==> src/rtl/risc_mgmt_ext_arbiter.sv <==
// Arbitrates NUM_EXT custom extensions onto the single execute-stage slot:
// exclusive grant, multi-cycle exec, shared memory port, one registered writeback.
//
// state  | meaning
// IDLE   | no owner; accepts a single unambiguous claim
// EXEC   | owner executing; watchdog counting
// MEM    | owner's memory transaction on the core port
// COMMIT | one-cycle writeback of the owner's result
module risc_mgmt_ext_arbiter #(
  parameter int NUM_EXT = 4,
  parameter int WORD_W  = 32,
  parameter int TIMEOUT = 64
) (
  input  logic                      CLK,
  input  logic                      RST,
  input  logic                      insn_valid,
  input  logic                      flush,
  input  logic [NUM_EXT-1:0]        ext_claim,
  input  logic [NUM_EXT-1:0]        ext_done,
  input  logic [NUM_EXT-1:0]        ext_reg_w,
  input  logic [5*NUM_EXT-1:0]      ext_rd,
  input  logic [WORD_W*NUM_EXT-1:0] ext_wdata,
  input  logic [NUM_EXT-1:0]        ext_mem_req,
  input  logic [NUM_EXT-1:0]        ext_mem_wen,
  input  logic [WORD_W*NUM_EXT-1:0] ext_mem_addr,
  input  logic [WORD_W*NUM_EXT-1:0] ext_mem_store,
  input  logic                      mem_busy,
  input  logic [WORD_W-1:0]         mem_load,
  output logic [NUM_EXT-1:0]        grant,
  output logic                      active_insn,
  output logic                      execute_stall,
  output logic                      mem_ren,
  output logic                      mem_wen,
  output logic [WORD_W-1:0]         mem_addr,
  output logic [WORD_W-1:0]         mem_store,
  output logic [WORD_W-1:0]         ext_mem_load,
  output logic [NUM_EXT-1:0]        ext_mem_ack,
  output logic                      reg_w,
  output logic [4:0]                rsel_d,
  output logic [WORD_W-1:0]         reg_wdata,
  output logic                      exception,
  output logic [NUM_EXT-1:0]        ex_cause,
  output logic                      timeout
);

  localparam logic [1:0] S_IDLE   = 2'd0;
  localparam logic [1:0] S_EXEC   = 2'd1;
  localparam logic [1:0] S_MEM    = 2'd2;
  localparam logic [1:0] S_COMMIT = 2'd3;

  localparam int CNT_W = $clog2(TIMEOUT) + 1;
  localparam logic [CNT_W-1:0] CNT_LAST = CNT_W'(TIMEOUT - 1);

  logic [1:0]         state_q, state_d;
  logic [NUM_EXT-1:0] grant_q, grant_d;
  logic [CNT_W-1:0]   cnt_q, cnt_d;
  logic               regw_q, regw_d;
  logic [4:0]         rd_q, rd_d;
  logic [WORD_W-1:0]  wdata_q, wdata_d;
  logic               wen_q, wen_d;
  logic [WORD_W-1:0]  addr_q, addr_d;
  logic [WORD_W-1:0]  store_q, store_d;
  logic               flush_pend_q, flush_pend_d;
  logic [WORD_W-1:0]  ext_mem_load_q, ext_mem_load_d;
  logic [NUM_EXT-1:0] ack_q, ack_d;

  logic               own_done, own_mem_req, own_reg_w, own_mem_wen;
  logic [4:0]         own_rd;
  logic [WORD_W-1:0]  own_wdata, own_addr, own_store;
  logic               claim_one, claim_multi;

  // grant_q is one-hot (or zero), so an OR of masked lanes selects the owner
  always_comb begin
    own_rd    = '0;
    own_wdata = '0;
    own_addr  = '0;
    own_store = '0;
    for (int i = 0; i < NUM_EXT; i++) begin
      if (grant_q[i]) begin
        own_rd    = own_rd    | ext_rd[i*5 +: 5];
        own_wdata = own_wdata | ext_wdata[i*WORD_W +: WORD_W];
        own_addr  = own_addr  | ext_mem_addr[i*WORD_W +: WORD_W];
        own_store = own_store | ext_mem_store[i*WORD_W +: WORD_W];
      end
    end
  end

  assign own_done    = |(ext_done & grant_q);
  assign own_mem_req = |(ext_mem_req & grant_q);
  assign own_reg_w   = |(ext_reg_w & grant_q);
  assign own_mem_wen = |(ext_mem_wen & grant_q);

  assign claim_one   = (ext_claim != '0) && ((ext_claim & (ext_claim - NUM_EXT'(1))) == '0);
  assign claim_multi = (ext_claim != '0) && !claim_one;

  always_comb begin
    state_d        = state_q;
    grant_d        = grant_q;
    cnt_d          = cnt_q;
    regw_d         = regw_q;
    rd_d           = rd_q;
    wdata_d        = wdata_q;
    wen_d          = wen_q;
    addr_d         = addr_q;
    store_d        = store_q;
    flush_pend_d   = flush_pend_q;
    ext_mem_load_d = ext_mem_load_q;
    ack_d          = '0;
    exception      = 1'b0;
    timeout        = 1'b0;
    ex_cause       = '0;
    case (state_q)
      S_IDLE: begin
        if (insn_valid && claim_one) begin
          grant_d      = ext_claim;
          cnt_d        = '0;
          flush_pend_d = 1'b0;
          state_d      = S_EXEC;
        end else if (insn_valid && claim_multi) begin
          exception = 1'b1;
          ex_cause  = ext_claim;
        end
      end
      S_EXEC: begin
        cnt_d = cnt_q + CNT_W'(1);
        if (flush) begin
          grant_d = '0;
          state_d = S_IDLE;
        end else if (own_done) begin
          regw_d  = own_reg_w;
          rd_d    = own_rd;
          wdata_d = own_wdata;
          state_d = S_COMMIT;
        end else if (own_mem_req) begin
          wen_d        = own_mem_wen;
          addr_d       = own_addr;
          store_d      = own_store;
          flush_pend_d = 1'b0;
          state_d      = S_MEM;
        end else if (cnt_q == CNT_LAST) begin
          exception = 1'b1;
          timeout   = 1'b1;
          ex_cause  = grant_q;
          grant_d   = '0;
          state_d   = S_IDLE;
        end
      end
      S_MEM: begin
        cnt_d = cnt_q;
        if (flush) flush_pend_d = 1'b1;
        // a flushed transfer still runs to completion, then drops the owner silently
        if (!mem_busy) begin
          flush_pend_d = 1'b0;
          if (flush_pend_q || flush) begin
            grant_d = '0;
            state_d = S_IDLE;
          end else begin
            ext_mem_load_d = mem_load;
            ack_d          = grant_q;
            state_d        = S_EXEC;
          end
        end
      end
      default: begin
        regw_d  = 1'b0;
        grant_d = '0;
        state_d = S_IDLE;
      end
    endcase
  end

  always_ff @(posedge CLK) begin
    if (RST) begin
      state_q        <= S_IDLE;
      grant_q        <= '0;
      cnt_q          <= '0;
      regw_q         <= 1'b0;
      rd_q           <= '0;
      wdata_q        <= '0;
      wen_q          <= 1'b0;
      addr_q         <= '0;
      store_q        <= '0;
      flush_pend_q   <= 1'b0;
      ext_mem_load_q <= '0;
      ack_q          <= '0;
    end else begin
      state_q        <= state_d;
      grant_q        <= grant_d;
      cnt_q          <= cnt_d;
      regw_q         <= regw_d;
      rd_q           <= rd_d;
      wdata_q        <= wdata_d;
      wen_q          <= wen_d;
      addr_q         <= addr_d;
      store_q        <= store_d;
      flush_pend_q   <= flush_pend_d;
      ext_mem_load_q <= ext_mem_load_d;
      ack_q          <= ack_d;
    end
  end

  assign grant         = grant_q;
  assign active_insn   = (state_q != S_IDLE);
  assign execute_stall = (state_q == S_EXEC) || (state_q == S_MEM);
  assign mem_ren       = (state_q == S_MEM) && !wen_q;
  assign mem_wen       = (state_q == S_MEM) && wen_q;
  assign mem_addr      = (state_q == S_MEM) ? addr_q : '0;
  assign mem_store     = (state_q == S_MEM) ? store_q : '0;
  assign ext_mem_load  = ext_mem_load_q;
  assign ext_mem_ack   = ack_q;
  assign reg_w         = (state_q == S_COMMIT) && regw_q && !flush;
  assign rsel_d        = (state_q == S_COMMIT) ? rd_q : '0;
  assign reg_wdata     = (state_q == S_COMMIT) ? wdata_q : '0;

endmodule

==> config.mk <==
export PLATFORM = sky130hd
export DESIGN_NAME = risc_mgmt_ext_arbiter
export DESIGN_NICKNAME = d
export VERILOG_FILES = /design/src/rtl/risc_mgmt_ext_arbiter.sv
export SDC_FILE = /design/constraint.sdc
export NUM_CORES = 1
export LEC_CHECK = 0
export ABC_AREA = 1
export CORE_AREA = 2 2 237 239
export CTS_BUF_LIST = sky130_fd_sc_hd__clkbuf_8
export CTS_CLUSTER_DIAMETER = 50
export CTS_CLUSTER_SIZE = 24
export DETAILED_ROUTE_END_ITERATION = 10
export DIE_AREA = 0 0 239 241
export SLEW_MARGIN = 15
export SYNTH_ARGS = -nofsm -noshare
export SYNTH_HDL_FRONTEND = slang
export SYNTH_SLANG_ARGS = --single-unit
==> constraint.sdc <==
create_clock -name CLK -period 1.65 [get_ports CLK]
set_clock_uncertainty 0.05 [all_clocks]
set_input_delay 0.33 -clock CLK [delete_from_list [all_inputs] [get_ports CLK]]
set_output_delay 0.33 -clock CLK [all_outputs]
set_load 0.1 [all_outputs]
After elaboration in Yosys (flattened, before gate mapping)
Cells that the tools add are included.
Widths: inputs -> output; s select.
{"block": "classes", "n_addsub": 2, "eq_ne": 15, "muxes": 63, "n_bitwise": 23, "reduce_logical": 33}
{"cell": "$mux 32", "count": 15}
{"cell": "$or 32x32->32", "count": 9}
{"cell": "$mux 4", "count": 13}
{"cell": "$mux 5", "count": 5}
{"cell": "$and 4x4->4", "count": 5}
{"cell": "$mux 1", "count": 16}
{"cell": "$reduce_or 4->1", "count": 4}
{"cell": "$or 5x5->5", "count": 3}
{"cell": "$pmux 7 s2", "count": 1}
{"cell": "$mux 2", "count": 6}
{"cell": "$ne 2x2->1 const B", "count": 6}
{"cell": "$ne 3x3->1 const B", "count": 4}
{"cell": "$pmux 4 s3", "count": 1}
{"cell": "$reduce_and 3->1", "count": 4}
{"cell": "$logic_and 1x1->1", "count": 8}
{"cell": "$pmux 4 s2", "count": 1}
{"cell": "$add 7x1->7 const B", "count": 1}
{"cell": "$eq 7x6->1 const B", "count": 1}
{"cell": "$mux 7", "count": 1}
{"cell": "$not 1->1", "count": 6}
{"cell": "$pmux 2 s3", "count": 1}
{"cell": "$reduce_and 6->1", "count": 1}
{"cell": "$ne 5x5->1 const B", "count": 1}
{"cell": "$reduce_and 5->1", "count": 1}
{"cell": "other kinds (16)", "count": 22}
{"block": "word_totals", "regBits": 153, "in_bits": 461, "out_inout_bits": 152, "word_cells": 148}

Logic depth before layout (Yosys ltp)
Gate-level depths: netlist (run 1).
{"block": "depth", "word_depth": 10, "mapped_depth": 11, "ltp_nobuf": 10}

Least setup slack after synthesis (run 1)
OpenSTA, ideal clock, no wires.
{"block": "synth_timing", "kind": "register to output", "start": "register state_q[0]", "end": "output port ex_cause[3]", "arrival_time_ns": 3.071, "required_time_ns": 1.270, "path_slack_ns": -1.801, "path_stages_with_launch": 6, "path_buffers": 1, "path_cell_list": "dfxtp_1 inv_1 ha_1 buf_2 nand2_1 o32ai_1"}
{"block": "synth_between", "elab_chain_cells": 2, "word_cells_on_any_way": 3, "classes_between": "eq/ne (1); mux (1); reduce/logical (1)"}
{"element": "start: declaration", "line_no": "54", "text": "logic [1:0] state_q, state_d;"}
{"element": "start signal: assignment", "line_no": "187", "text": "state_q <= state_d;"}
{"element": "$eq 2x1->1 or $logic_not 2->1 (tied branches)", "line_no": "112", "text": "case (state_q)"}
{"element": "$pmux 4 s2 (*)", "line_no": "112"}
{"element": "end: declaration", "line_no": "42", "text": "output logic [NUM_EXT-1:0] ex_cause,"}
Mark *: on every way between the ends. The rest lies on a longest branch, timed or not.

Worst setup path after layout (run 1)
{"block": "layout_timing", "start": "register grant_q[1] (netlist: grant[1])", "end": "output port ex_cause[3]"}
{"block": "layout_between", "elab_chain_cells": 6, "word_cells_on_any_way": 8, "classes_between": "mux (4); bitwise (2); reduce/logical (2)"}
{"element": "start: declaration", "line_no": "55", "text": "logic [NUM_EXT-1:0] grant_q, grant_d;"}
{"element": "start signal: assignment", "line_no": "188", "text": "grant_q <= grant_d;"}
{"element": "$and 4x4->4", "line_no": "89", "text": "assign own_mem_req = |(ext_mem_req & grant_q);"}
{"element": "$reduce_or 4->1", "line_no": "89"}
{"element": "$mux 4", "line_no": "134", "text": "end else if (own_mem_req) begin"}
{"element": "$mux 4 (*)", "line_no": "129", "text": "end else if (own_done) begin"}
{"element": "$mux 4 (*)", "line_no": "126", "text": "if (flush) begin"}
{"element": "$pmux 4 s2 (*)", "line_no": "112"}
Marks and branches as above.

==> impl_metrics.tcl, run 1 <==
set metrics [dict create \
    required_ps 1270 \
    cts_tree "built" \
    synth_area_sq_um 9110 \
    violations "setup timing" \
    numPortBuffers 612 \
    areaGrowthSynthToFinish_pct 146 \
    antenna_found_initial 6 \
    final_common_cell "clkdlybuf4s50_1" \
    dr_total_vias 12800 \
    setup_viol 231 \
    num_rows 86 \
    tightestPinTransition_ps 536 \
    yosys_warnings 0 \
    drv_cap 0 \
    gp_congestion 0.844 \
    syn-num-nets 1969 \
    period_needed_ps 2400 \
    grt_pass1_wl_um 73500 \
    path_class "register to output pin" \
    drtIter0Drc 564 \
    totalPowerFinal_mw 22.9 \
    wire_per_inst_um 17.8 \
    initial_utilization 0.166 \
    ioPinCount 613 \
    dpl.cell_count 2833 \
    grt_pass1_vias 12900 \
    grt_max_degree 58 \
    final_hold_viol_count 0 \
    period_share 1.45 \
    dieArea_sq_um 57600 \
    fin_util 0.408 \
    slew_headroom 0.642 \
    ys_seq_area_frac 0.336 \
    cts_buffer_depth 2 \
    ant_nets 0 \
    die_h_um 241 \
    syn_area_per_cell_sq_um 6.06 \
    dieWidth_um 239 \
    grt_use_total 0.171 \
    status "finished, violations left" \
    numCtsBuffers 17 \
    vdd_ir_drop_max_mv 0.796 \
    layout_setup_ws_ps -748 \
    cts-root-buf "clkbuf_8" \
    arrival_ps 2020 \
    p_per_area_nw_per_um2 1020 \
    hold_class "input port to register" \
    rsz0062_at_grt "yes" \
    timing.fmax_mhz 417 \
    core_area_sq_um 54900 \
    routed_wl_um 52600 \
    crit_path_end_kind "output pin" \
    firstDrtPassIters 5 \
    cts_sinks 153 \
    drc 0 \
    instances_no_fill 2956 \
    clk_pin_slew_worst_paths_ps 120 \
    grt-ovfl-total 0 \
    cp_max_fo 3 \
    ys_types 26 \
    fin_nets 2704 \
    p_leak_nw 9.46 \
    dp_hpwl_um 36400 \
    vias_per_cell 4.34 \
    clk_latency_ps 550 \
    synth_cells 1503 \
    start_kind "register" \
    drive_gt1_frac 0.347 \
    cts_max_level 4 \
    yosys_register_bits 153 \
    final_cell_area_sq_um 22400 \
    maxSlewViolCount 0 \
    placed_area_sq_um 19200 \
    most-common-layout-cells "clkdlybuf4s50_1, nand2_1, buf_12" \
]
power breakdown:
part           switching, mW  internal [mW]  leakage (nW)
Combinational           8.10           6.73          8.00
Clock                   1.81           1.46         0.215
Sequential             0.572           4.21          1.24
Total                   10.5           12.4          9.46
synthesized netlist by cell type:
library cell,instances,area share
buf_6,14,0.017
buf_1,6,0.0025
o21ai_0,93,0.051
inv_2,6,0.0025
clkbuf_1,53,0.022
o21ai_1,49,0.027
nor2_2,1,0.00069
buf_4,6,0.0049
xor2_1,1,0.00096
o32ai_1,1,0.00096
nor2_4,1,0.0012
a21oi_1,117,0.064
buf_2,25,0.014
inv_1,192,0.079
o31ai_1,4,0.0033
nand3_1,15,0.0082
nand2_2,9,0.0062
nor2_1,99,0.041
dfxtp_1,153,0.34
nor3_1,3,0.0016
a221oi_1,37,0.036
nand4_1,69,0.047
xnor2_1,1,0.00096
ha_1,5,0.0069
nand2_1,542,0.22
nand3_2,1,0.0011
cell type report:
cell class / instances / area, sq um
timing repair buffer: 820 / 10500
clock buffer: 18 / 248
sequential: 153 / 3090
clock inverter: 14 / 176
multi-input combinational: 1048 / 6360
fill: 5377 / 32500
inverter: 198 / 1160
antenna: 1 / 2.50
tap: 704 / 881
worst max-delay path, stage by stage, from the launching register on:
cell and delay [ps]:
dfxtp_4 390, nand2_2 70, nand2_2 70, nor2_4 120
nand2_2 90, inv_2 100, nand3_4 110, buf_6 160
o32ai_4 140, buf_12 220
metal layers:
| layer | global-route usage | routed length (um) | vias up |
|---|---|---|---|
| met4 | 0.0593 | 1280 | 10 |
| met2 | 0.322 | 27600 | 465 |
| met5 | 0 | 54 | - |
| met3 | 0.0607 | 4260 | 71 |
| li1 | - | - | 6282 |
| met1 | 0.176 | 19400 | 6012 |
cells by family (layout without fill, tap and decap cells):
family,count (synthesis),in the layout,synth area share
and+or+nand+nor,740,740,0.331
AOI/OAI and AO/OA,301,301,0.182
adders and majority gates,5,5,0.00687
buffers and inverters,302,1050,0.142
other,0,1,0
xor gates and xnor gates,2,2,0.00192
DFF,153,153,0.336
worst paths after layout:
path | endpoint | slack, ps | from | depth (start not counted)
setup / recovery | ex_cause[3] | -750 | grant[1]$_SDFFE_PP0P_ | 9
hold / removal | ext_mem_load[10]$_SDFFE_PP0P_ | 330 | mem_load[10] | 3
setup reg to reg | flush_pend_q$_SDFFE_PP0P_ | -470 | state_q[0]$_SDFFE_PP0P_ | 15
hold reg to reg | addr_q[20]$_SDFFE_PP0P_ | 430 | addr_q[20]$_SDFFE_PP0P_ | 2
sequential cells by signal, summed over array words and instances (netlist names), 2 cells and up:
signal,flops
ext_mem_load,32
cnt_q,7
state_q,2
addr_q,32
wdata_q,32
ext_mem_ack,4
grant,4
rd_q,5
store_q,32
through the flow:
| stage | worst slack (ps) | hold WS [ps] | setup TNS, ps |
|---|---|---|---|
| after floorplan | -772 | 375 | -9630 |
| after global placement | -563 | 382 | -54330 |
| after detailed placement | -586 | 385 | -57680 |
| after CTS | -818 | 248 | -109480 |
| after global routing | -872 | 292 | -114850 |
| final | -748 | 327 | -90480 |
what timing repair did:
action                     CTS  global route
pin swaps                   47            44
hold buffers                 0             0
setup buffers               52            35
gates cloned                25             3
gates resized for setup    286           191
setup endpoints to repair  249           268
No activity file was read; power rests on OpenSTA's default activity.
==> run 2: changes to the inputs <==
--- a/config.mk
+++ b/config.mk
@@ -12,6 +12,7 @@
 export CTS_CLUSTER_SIZE = 24
 export DETAILED_ROUTE_END_ITERATION = 10
 export DIE_AREA = 0 0 239 241
+export SETUP_SLACK_MARGIN = 0.2
 export SLEW_MARGIN = 15
 export SYNTH_ARGS = -nofsm -noshare
 export SYNTH_HDL_FRONTEND = slang
==> impl_metrics.tcl, run 2 (synthesis gave the netlist of run 1 again) <==
set metrics [dict create \
    cts_sinks 153 \
    routed_wl_um 53100 \
    vias_per_cell 4.36 \
    initial_utilization 0.166 \
    setup_viol 259 \
    vdd_ir_drop_max_mv 0.748 \
    final_common_cell "clkdlybuf4s50_1" \
    dieWidth_um 239 \
    period_share 1.50 \
    cp_slowest_cell "dfxtp_4" \
    grt-ovfl-total 0 \
    crit_path_max_incr_delay_ps 400 \
    layout_setup_ws_ps -820 \
    totalPowerFinal_mw 23.3 \
    dieArea_sq_um 57600 \
    path_common_cell "nand2_2" \
    drv_cap 0 \
    most-common-layout-cells "clkdlybuf4s50_1, nand2_1, buf_12" \
    core_area_sq_um 54900 \
    areaGrowthSynthToFinish_pct 154 \
    instances_no_fill 2956 \
    drive_gt1_frac 0.399 \
    path_cells "nand2_2, nand2_2, nor2_4, buf_4, nand2_2, inv_2, nand3_4, clkinvlp_4, buf_6, buf_6, buf_12" \
    num_rows 86 \
    dp_slack_ps -759 \
    drc 0 \
    fin_nets 2702 \
    hold_class "input port to register" \
    fin_tns_setup_ps -86200 \
    antenna_found_initial 5 \
    dr_total_vias 12900 \
    placed_area_sq_um 19800 \
    cts-root-buf "clkbuf_8" \
    tightestPinTransition_ps 660 \
    status "finished, violations left" \
    crit_path_end_kind "output pin" \
    arrival_ps 2090 \
    required_ps 1270 \
    wire_per_inst_um 18.0 \
    numCtsBuffers 17 \
    dp_hpwl_um 37000 \
    grt_use_total 0.165 \
    cts_buffer_depth 2 \
    violations "setup timing" \
    numPortBuffers 612 \
    cts_tree "built" \
    start_kind "register" \
    timing.fmax_mhz 405 \
    firstDrtPassIters 5 \
    period_needed_ps 2470 \
    drtIter0Drc 505 \
    path_class "register to output pin" \
    p_leak_nw 9.70 \
    crit_family "buffers and inverters" \
    grt_pass1_wl_um 71600 \
    ioPinCount 613 \
    final_hold_viol_count 0 \
    grt_pass1_vias 12700 \
    cp_max_fo 4 \
    final_cell_area_sq_um 23200 \
    ant_nets 0 \
    clk_latency_ps 540 \
    grt_max_degree 66 \
    p_per_area_nw_per_um2 1010 \
    rsz0062_at_grt "yes" \
    clk_pin_slew_worst_paths_ps 110 \
    gp_congestion 0.874 \
    maxSlewViolCount 0 \
    die_h_um 241 \
    slew_headroom 0.560 \
    dpl.cell_count 2839 \
    critPathBufInv 6 \
    ctsHoldBuffers 0 \
    cts_max_level 4 \
]
run 2: path summary, 6_finish.rpt:
kind,start,to,slack [ps],cells after the start
worst max-delay path,grant[1]$_SDFFE_PP0P_,timeout,-820,11
worst min-delay path,mem_load[9],ext_mem_load[9]$_SDFFE_PP0P_,330,3
worst max register to register,state_q[1]$_SDFFE_PP0P_,flush_pend_q$_SDFFE_PP0P_,-300,14
worst min register to register,store_q[27]$_SDFFE_PP0P_,store_q[27]$_SDFFE_PP0P_,430,2
run 2: worst min-delay path, cell delays in order:
cell,delay (ps)
clkdlybuf4s50_1,410
o21ai_2,120
nor2_1,40
run 2: per-stage QoR:
step           hold WS (ps)   util
2_1_floorplan           402      -
3_3_place_gp            417  0.360
3_5_place_dp            420  0.360
4_1_cts                 257  0.399
5_1_grt                 296  0.422
6_report                334  0.422
run 2: cell type report:
type                            instances  area [sq um]
Antenna cell                            3          7.51
Clock buffer                           17           234
Clock inverter                         15           216
Fill cell                            5259         31700
Inverter                              198          1170
Multi-Input combinational cell       1048          6770
Sequential cell                       153          3150
Tap cell                              704           881
Timing Repair Buffer                  818         10700
run 2: power breakdown:
group	internal (mW)	switching [mW]
sequential	4.23	0.579
clock	1.68	1.73
combinational	6.79	8.30
total	12.7	10.6
run 2: per-layer routing:
layer,track usage,up-vias,share of wire
met1,0.175,6008,0.38
met2,0.293,510,0.50
met3,0.0574,81,0.084
li1,-,6282,-
met4,0.0805,6,0.037
met5,0,-,0.00066
run 2: what timing repair did:
action | CTS | global route
endpoints found under the setup margin | 303 | 305
gates cloned | 19 | 12
pin swaps | 34 | 29
gates resized for setup | 286 | 242
setup buffers | 33 | 18
